**src/rtl/fp_add_arbiter.sv**
```systemverilog
// rtl/fp_add_arbiter.sv - round-robin arbiter sharing one multi-cycle FP adder among NREQ requesters.
// Define FPA_TIMEOUT_EN to add a WAIT-state watchdog that answers with a quiet NaN.
module fp_add_arbiter #(
  parameter int NREQ           = 4,
  parameter int TIMEOUT_CYCLES = 64
) (
  input  logic                 clk,
  input  logic                 rst,
  input  logic [NREQ-1:0]      req,
  input  logic [32*NREQ-1:0]   a_in,
  input  logic [32*NREQ-1:0]   b_in,
  output logic [NREQ-1:0]      gnt,
  output logic [NREQ-1:0]      rsp_valid,
  output logic [31:0]          rsp_data,
  output logic                 busy,
  output logic                 fpa_start,
  output logic [31:0]          fpa_a,
  output logic [31:0]          fpa_b,
  input  logic                 fpa_done,
  input  logic [31:0]          fpa_ans,
  output logic                 timeout_err
);

  localparam int IW = (NREQ > 1) ? $clog2(NREQ) : 1;
  localparam logic [NREQ-1:0] ONE = {{(NREQ-1){1'b0}}, 1'b1};
  localparam logic [31:0] QNAN = 32'h7FC0_0000;

  typedef enum logic [1:0] {S_IDLE, S_LAUNCH, S_WAIT, S_RESP} state_t;

  state_t            r_state, w_next;
  logic [IW-1:0]     r_ptr, r_win, w_win;
  logic [IW:0]       w_idx;
  logic              w_found;
  logic              r_first;
  logic              w_done_q, w_tmo;
  logic [31:0]       w_a_arr [NREQ];
  logic [31:0]       w_b_arr [NREQ];
  logic [NREQ-1:0]   r_gnt, r_rsp_valid, w_gnt_d, w_rsp_valid_d;
  logic [31:0]       r_rsp_data, r_fpa_a, r_fpa_b;
  logic              r_busy, r_start, r_terr, w_busy_d, w_start_d;

  always_comb begin
    for (int i = 0; i < NREQ; i++) begin
      w_a_arr[i] = a_in[32*i +: 32];
      w_b_arr[i] = b_in[32*i +: 32];
    end
  end

  // First set bit strictly after the pointer, wrapping modulo NREQ.
  always_comb begin
    w_win   = r_ptr;
    w_found = 1'b0;
    w_idx   = '0;
    for (int k = 1; k <= NREQ; k++) begin
      w_idx = {1'b0, r_ptr} + (IW+1)'(k);
      if (w_idx >= (IW+1)'(NREQ)) w_idx = w_idx - (IW+1)'(NREQ);
      if (!w_found && req[w_idx[IW-1:0]]) begin
        w_found = 1'b1;
        w_win   = w_idx[IW-1:0];
      end
    end
  end

  // The first WAIT cycle masks a done level left over from the previous op.
  assign w_done_q = (r_state == S_WAIT) && !r_first && fpa_done;

`ifdef FPA_TIMEOUT_EN
  localparam int CW = $clog2(TIMEOUT_CYCLES + 1);
  logic [CW-1:0] r_cnt;

  always_ff @(posedge clk or negedge rst) begin
    if (!rst)                        r_cnt <= '0;
    else if (r_state == S_LAUNCH)    r_cnt <= '0;
    else if (r_state == S_WAIT)      r_cnt <= r_cnt + CW'(1);
  end

  assign w_tmo = (r_state == S_WAIT) && !w_done_q && (r_cnt == CW'(TIMEOUT_CYCLES - 1));
`else
  assign w_tmo = 1'b0;
`endif

  always_ff @(posedge clk or negedge rst) begin
    if (!rst) r_state <= S_IDLE;
    else      r_state <= w_next;
  end

  always_comb begin
    w_next = r_state;
    case (r_state)
      S_IDLE:   if (|req) w_next = S_LAUNCH;
      S_LAUNCH: w_next = S_WAIT;
      S_WAIT:   if (w_done_q || w_tmo) w_next = S_RESP;
      S_RESP:   w_next = S_IDLE;
      default:  w_next = S_IDLE;
    endcase
  end

  always_comb begin
    w_gnt_d       = (r_state == S_IDLE && |req) ? (ONE << w_win) : '0;
    w_start_d     = (r_state == S_IDLE) && (|req);
    w_rsp_valid_d = (r_state == S_WAIT && (w_done_q || w_tmo)) ? (ONE << r_win) : '0;
    w_busy_d      = (w_next != S_IDLE);
  end

  always_ff @(posedge clk or negedge rst) begin
    if (!rst) begin
      r_ptr       <= IW'(NREQ - 1);
      r_win       <= '0;
      r_first     <= 1'b0;
      r_gnt       <= '0;
      r_rsp_valid <= '0;
      r_rsp_data  <= '0;
      r_fpa_a     <= '0;
      r_fpa_b     <= '0;
      r_busy      <= 1'b0;
      r_start     <= 1'b0;
      r_terr      <= 1'b0;
    end else begin
      r_first     <= (r_state == S_LAUNCH);
      r_gnt       <= w_gnt_d;
      r_start     <= w_start_d;
      r_rsp_valid <= w_rsp_valid_d;
      r_busy      <= w_busy_d;
      r_terr      <= w_tmo;
      if (r_state == S_IDLE && |req) begin
        r_win   <= w_win;
        r_fpa_a <= w_a_arr[w_win];
        r_fpa_b <= w_b_arr[w_win];
      end
      if (w_done_q)   r_rsp_data <= fpa_ans;
      else if (w_tmo) r_rsp_data <= QNAN;
      if (r_state == S_RESP) r_ptr <= r_win;
    end
  end

  assign gnt         = r_gnt;
  assign rsp_valid   = r_rsp_valid;
  assign rsp_data    = r_rsp_data;
  assign busy        = r_busy;
  assign fpa_start   = r_start;
  assign fpa_a       = r_fpa_a;
  assign fpa_b       = r_fpa_b;
  assign timeout_err = r_terr;

endmodule
```
**config.mk**
```make
export PLATFORM = sky130hd
export DESIGN_NAME = fp_add_arbiter
export DESIGN_NICKNAME = d
export VERILOG_FILES = /design/src/rtl/fp_add_arbiter.sv
export SDC_FILE = /design/constraint.sdc
export NUM_CORES = 1
export LEC_CHECK = 0
export CAP_MARGIN = 30
export CORE_AREA = 5 5 152 154
export CTS_CLUSTER_DIAMETER = 50
export DETAILED_ROUTE_END_ITERATION = 7
export DIE_AREA = 0 0 157 159
export PLACE_DENSITY_LB_ADDON = 0.1
export SLEW_MARGIN = 20
export SYNTH_ARGS = -nofsm -noshare
export SYNTH_HDL_FRONTEND = slang
export SYNTH_SLANG_ARGS = --single-unit
```
**constraint.sdc**
```tcl
create_clock -name clk -period 2.3 [get_ports clk]
set_clock_uncertainty 0.1 [all_clocks]
set_input_delay 0.345 -clock clk [delete_from_list [all_inputs] [get_ports clk]]
set_output_delay 0.345 -clock clk [all_outputs]
set_load 0.02 [all_outputs]
```
; Yosys cells after proc, flatten, opt, wreduce, memory -nomap -nowiden
; Index checks and enable logic that the tools add are counted.
[word_totals]
reg_bits = 113
in_bits = 295
out_inout_bits = 107
wordCells = 78
[classes]
n_addsub = 8
order_cmp = 9
eq_ne = 3
shifts = 2
mux = 30
bitwise = 1
n_reduce_logical = 14
[op_table]
columns = op, count
row1 = binary-select mux 32 bit (select 2 bit), 2
row2 = 2-to-1 mux 32 bit, 4
row3 = 2-to-1 mux 2 bit, 10
row4 = ">= comparator 3 bit, second input constant", 5
row5 = "< comparator 2 x 3 -> 1 bit, second input constant", 4
row6 = binary-select mux 1 bit (select 2 bit), 4
row7 = 2-to-1 mux 4 bit, 2
row8 = case mux 2 bit (4 select lines), 1
row9 = "<< shifter 1 x 2 -> 4 bit, first input constant", 2
row10 = "subtractor 2 x 1 -> 2 bit, second input constant", 4
row11 = logical AND 1 bit, 7
row12 = 2-to-1 mux 1 bit, 7
row13 = "adder 2 x 2 -> 3 bit, second input constant", 2
row14 = "== test 2 bit, second input constant", 2
row15 = zero test 1 bit, 4
row16 = OR reduction 4 bit, 1
row17 = "adder 2 x 1 -> 3 bit, second input constant", 1
row18 = "adder 2 x 3 -> 3 bit, second input constant", 1
row19 = NOT 2 -> 3 bit, 1
row20 = "== test 2 x 1 -> 1 bit, second input constant", 1
row21 = zero test 2 bit, 1
row22 = nonzero test 2 bit, 1

; Longest topological paths before layout
[logic_depth]
word_depth = 19
depth_mapped = 8
mapped_depth_nobuf = 7

; Least setup slack after synthesis
; OpenSTA, ideal clock, no wires.
[synth_timing]
kind = reg-to-reg
startpoint = register r_ptr[1]
endpoint = register r_fpa_a[0], in the netlist fpa_a[0]
setup_ps = 138
t_arrival_ps = 1561
required_time_ps = 2062
setup_slack_ps = 501
path_stages_with_launch = 9
n_path_buf = 3
period_less_slack_ps = 1799
path_cell_list = dfstp_2 inv_1 a22oi_2 o221ai_2 buf_6 buf_12 buf_12 mux2i_1 o221ai_1
[synth_between]
elab_chain_cells = 19
elab_cells_between_ends = 41
cone_classes = 8 x add/sub / 4 x order compare / 22 x mux / 1 x bitwise / 6 x reduce/logical
[synth_lines]
columns = item, line
row1 = start: declaration, 31  ; logic [IW-1:0] r_ptr, r_win, w_win;
row2 = start signal: assignment, 107  ; r_ptr <= IW'(NREQ - 1);
row3 = start signal: assignment, 132  ; if (r_state == S_RESP) r_ptr <= r_win;
row4 = adder 2 x 1 -> 3 bit, 55  ; w_idx = {1'b0, r_ptr} + (IW+1)'(k);
row5 = >= comparator 3 bit or subtractor 2 x 1 -> 2 bit (tied branches), 56  ; if (w_idx >= (IW+1)'(NREQ)) w_idx = w_idx - (IW+1)'(NREQ);
row6 = 2-to-1 mux 2 bit, 56
row7 = binary-select mux 1 bit (select 2 bit), 57  ; if (!w_found && req[w_idx[IW-1:0]]) begin
row8 = 2-to-1 mux 1 bit (not written as such), 57
row9 = 2-to-1 mux 1 bit, 57
row10 = zero test 1 bit, 57
row11 = logical AND 1 bit, 57
row12 = (+2 left out), --
row13 = logical AND 1 bit, 57
row14 = 2-to-1 mux 1 bit, 57
row15 = zero test 1 bit, 57
row16 = logical AND 1 bit, 57
row17 = 2-to-1 mux 2 bit *, 57
row18 = NOT 2 -> 3 bit (not written as such) *, 127  ; r_fpa_a <= w_a_arr[w_win];
row19 = binary-select mux 32 bit (select 2 bit) *, 127
row20 = 2-to-1 mux 32 bit (not written as such) * (2 in series), 127
row21 = end signal: assignment, 127
row22 = end: declaration, 39  ; logic [31:0] r_rsp_data, r_fpa_a, r_fpa_b;
; Mark *: on every way between the ends. The rest lies on a longest branch, timed or not. The select of a mux whose other input is x is not followed.
; A chain may end at the register's enable or synchronous reset.

; Worst setup path in the final report
[layout_timing]
startpoint = register r_ptr[1]
endpoint = register r_fpa_a[13], in the netlist fpa_a[13]
; The elaborated chain is that of the path after synthesis.

==> summary.md <==
| Metric | Value |
|---|---|
| CTS buffer count | `17` |
| Total grt overflow | `0` |
| Final Hold Fails | `0` |
| Routed len/inst | `19.3 µm` |
| Residual DRC | `0` |
| Clock Latency Late Sink | `0.41 ns` |
| Slowest cell on crit path | `dfstp_2` |
| Highest metal used | `met4` |
| Post-Synth Adder-Cell Area | `0.835%` |
| Switching Fraction | `39.1%` |
| CP startpoint kind | `flop` |
| Number of diodes | `0` |
| Vias in the first global route | `5956` |
| CTS sink count | `between 100 and 150` |
| Finished layout cell area | `11000 µm²` |
| DR iter-0 viols | `152` |
| Mapped Cells | `560` |
| GRT Util Overall | `a little under a fifth` |
| Post-synth ARST share | `100%` |
| Seq/Total Area, Yosys | `47.2%` |
| # Max-Cap Violations | `0` |
| RD Place Congestion | `0.797` |
| Slew Viols, Final | `0` |
| WL met3 | `approximately 2200 µm` |
| HP Class | `input port to flop` |
| DR WL met2 | `between 10000 and 15000 µm` |
| Kind of critical path | `flop to flop` |
| Post-synth EDFFs | `0` |
| Crit path top cell by count | `mux2i_1` |
| Critical Path End Type | `flop` |
| Mapped Area | `6000 µm²` |
| First-pass GRT wire length | `~36000 µm` |
| Clock Path Buffers | `2` |
| Top-area cell type share of the netlist area | `46.3%` |
| Period utilisation layout | `89.2%` |
| Initial Utilization | `27.8%` |
| Cells after DPL | `1226` |
| Yosys top cell by area | `dfrtp_1` |
| # resized after CTS | `0` |
| P_sw | `5.32 mW` |
| Clock share of power | `about 20%` |
| CP bufs+invs | `2` |
| M1 WL | `9390 µm` |
| Largest net degree at the start of global routing | `114` |
| Synth Register Bits | `113` |
| Flop pwr share | `between 20% and 30%` |
| CP top delay family | `flip-flops` |
| Comb power frac | `54.2%` |
| Leak pwr | `around 5 nW` |
| Vias | `5741` |
| Power Density | `about 1200 nW/µm²` |
| Main flop type after synthesis | `dfrtp_1` |
| Final #Nets | `1265` |
| Antenna Nets Post-Route | `0` |
| Compound-Gate Fraction of Synth Area | `10.6%` |
| Antenna violations before repair | `0` |
| Pre-antenna DRT Iters | `4` |
| H-tree levels | `4` |
| Max FO, Critical Path | `12` |
| Post-route insts no fill | `1259` |
| Syn avg cell area | `10.7 µm²` |
| Most frequent cells after synthesis | `nand2_1 (171), mux2i_1 (129), dfrtp_1 (111), o221ai_1 (64), buf_6 (11)` |
| Top-count cell post-synth | `nand2_1` |
| Synth-to-Final Area Change | `82.8%` |
| Core Box Area | `roughly 22000 µm²` |
| Mux cell area share after synthesis | `21.5%` |
| Layout fillers | `between 2000 and 2500` |
| Port Buf Inserts | `400` |
| DP Wirelength | `18500 µm` |
| CTS tree | `yes` |
| Clock Pin Slew Worst Setup and Hold Paths | `0.06 ns` |
| Arrival time at the worst endpoint | `2.23 ns` |
| # rows | `54` |
| VDD IR max | `640 µV` |
| CP peak stage delay | `0.59 ns` |
| DIE AREA | `between 20000 and 25000 µm²` |
| WL final | `24300 µm` |
| Die Y | `159 µm` |
| Internal power | `8.29 mW` |
| Synth Area in XOR/XNOR | `0%` |
| Post-Synth Simple-Gate Area | `12.4%` |
| Area after DPL | `10300 µm²` |
| # IOs | `402` |
| Syn Nets | `between 800 and 900` |
| Layout cells sized above 1 | `around 7.6%` |
| CP cell instances | `mux2i_1 > o221ai_4 > buf_4 > buf_12 > mux2i_1 > o221ai_1` |
| Largest family of logic cells by synthesized area | `multiplexers` |
| Data required time of the critical path | `~2.5 ns` |
| Routed vias/inst | `4.56` |
| Status | `finished, final reports clean` |
| Final Critical Period | `2.05 ns` |
| Worst hold margin | `0.352 ns` |
| Slew Limit Headroom | `a little under three fifths` |
| Clock Tree Root | `clkbuf_16` |
| Max frequency | `0.488 GHz` |
| RSZ-0062 raised after global routing | `no` |
| Die X | `157 µm` |
| Synth cell types | `31` |
| Yosys warning total | `0` |
| Final setup vio count | `0` |
| Worst Tran Pin Value | `0.664 ns` |
| Ranking of synthesized cells by area | `dfrtp_1 (46%), mux2i_1 (22%), nand2_1 (11%)` |
power by group through the flow:
stage / combinational (mW) / sequential (mW) / clock [mW]
after detailed placement: 7.51 / 3.46 / 0
after floorplan: 3.25 / 4.47 / 0
after global placement: 7.47 / 3.45 / 0
final: 7.38 / 3.43 / 2.80
after global routing: 7.91 / 3.56 / 2.99
after CTS: 7.54 / 3.44 / 2.90
final timing paths:
path	from	to	slack (ns)	cells after the start
max	r_ptr[1]	fpa_a[13]	0.25	6
min	fpa_ans[11]	rsp_data[11]	0.35	3
max in group asynchronous	rst	fpa_b[6]	1.15	3
min reg2reg	rsp_data[22]	rsp_data[22]	0.37	2
max reg2reg	r_ptr[1]	fpa_a[13]	0.25	6
min in group asynchronous	rst	rsp_data[16]	0.47	3
tightest hold or removal path, cell delays in order:
cell and delay, ns:
clkdlybuf4s50_1 0.40, nand2_1 0.05, nand2_1 0.04
through the flow:
| stage | worst slack [ns] | util [%] | setup TNS, ns | power (mW) |
|---|---|---|---|---|
| after global placement | -0.0575 | 47.9 | -0.212 | 10.9 |
| after global routing | 0.156 | 50.9 | 0 | 14.5 |
| after floorplan | 0.501 | - | 0 | 7.72 |
| final | 0.249 | 50.9 | 0 | 13.6 |
| after CTS | 0.236 | 50.9 | 0 | 13.9 |
| after detailed placement | -0.0749 | 47.9 | -1.58 | 11.0 |
final cells by class:
type	instances	area, µm²	share of cell area (%)
clock buffers	17	425	3.88
well taps	280	350	3.20
clock inverters	15	196	1.79
multi-input cells	397	2740	25.0
repair buffers	431	4400	40.1
inverters	6	22.5	0.205
flip-flops and latches	113	2830	25.8
layout by cell type, fill, tap and decap left out, types with 2 or more instances in the layout:
master and instances:
a21oi_1 3, and3_1 3, buf_12 13, buf_4 18, bufinv_16 3, clkbuf_16 17
clkdlybuf4s50_1 399, clkinv_4 4, dfrtp_1 111, dfstp_2 2, ha_1 4, inv_1 5
inv_6 5, inv_8 2, mux2i_1 129, nand2_1 171, nand2_2 2, nor2_1 5
nor3_1 2, o21ai_0 2, o221ai_1 64
registers in the layout, indices dropped and copies added (netlist names):
signal	count
fpa_b	32
r_first	1
r_ptr	2
r_state	2
busy	1
rsp_valid	4
rsp_data	32
fpa_start	1
r_win	2
gnt	4
fpa_a	32
layer usage:
metal  global-route usage, %  vias to the layer above
li1                        -                     2813
met1                    21.8                     2683
met2                    32.9                      223
met3                    5.87                       22
met4                    5.56                        0
met5                       0                        -
timing repair:
action | 4_1_cts | 5_1_grt
setup endpoints to repair | 0 | 0
hold buffers | 1 | 0
setup buffers | 0 | 0
hold endpoints to repair | 111 | 0
logic make-up (layout without fill, tap and decap cells):
kind of cell             count (synthesis)  after routing
other                                    1              1
buffers and inverters                   50            469
AND/OR/NAND/NOR                        189            189
adder cells (fa/ha/maj)                  4              4
flip-flops                             113            113
AO/OA/AOI/OAI                           74             74
multiplexers                           129            129
(Power assumes the default switching activity.)
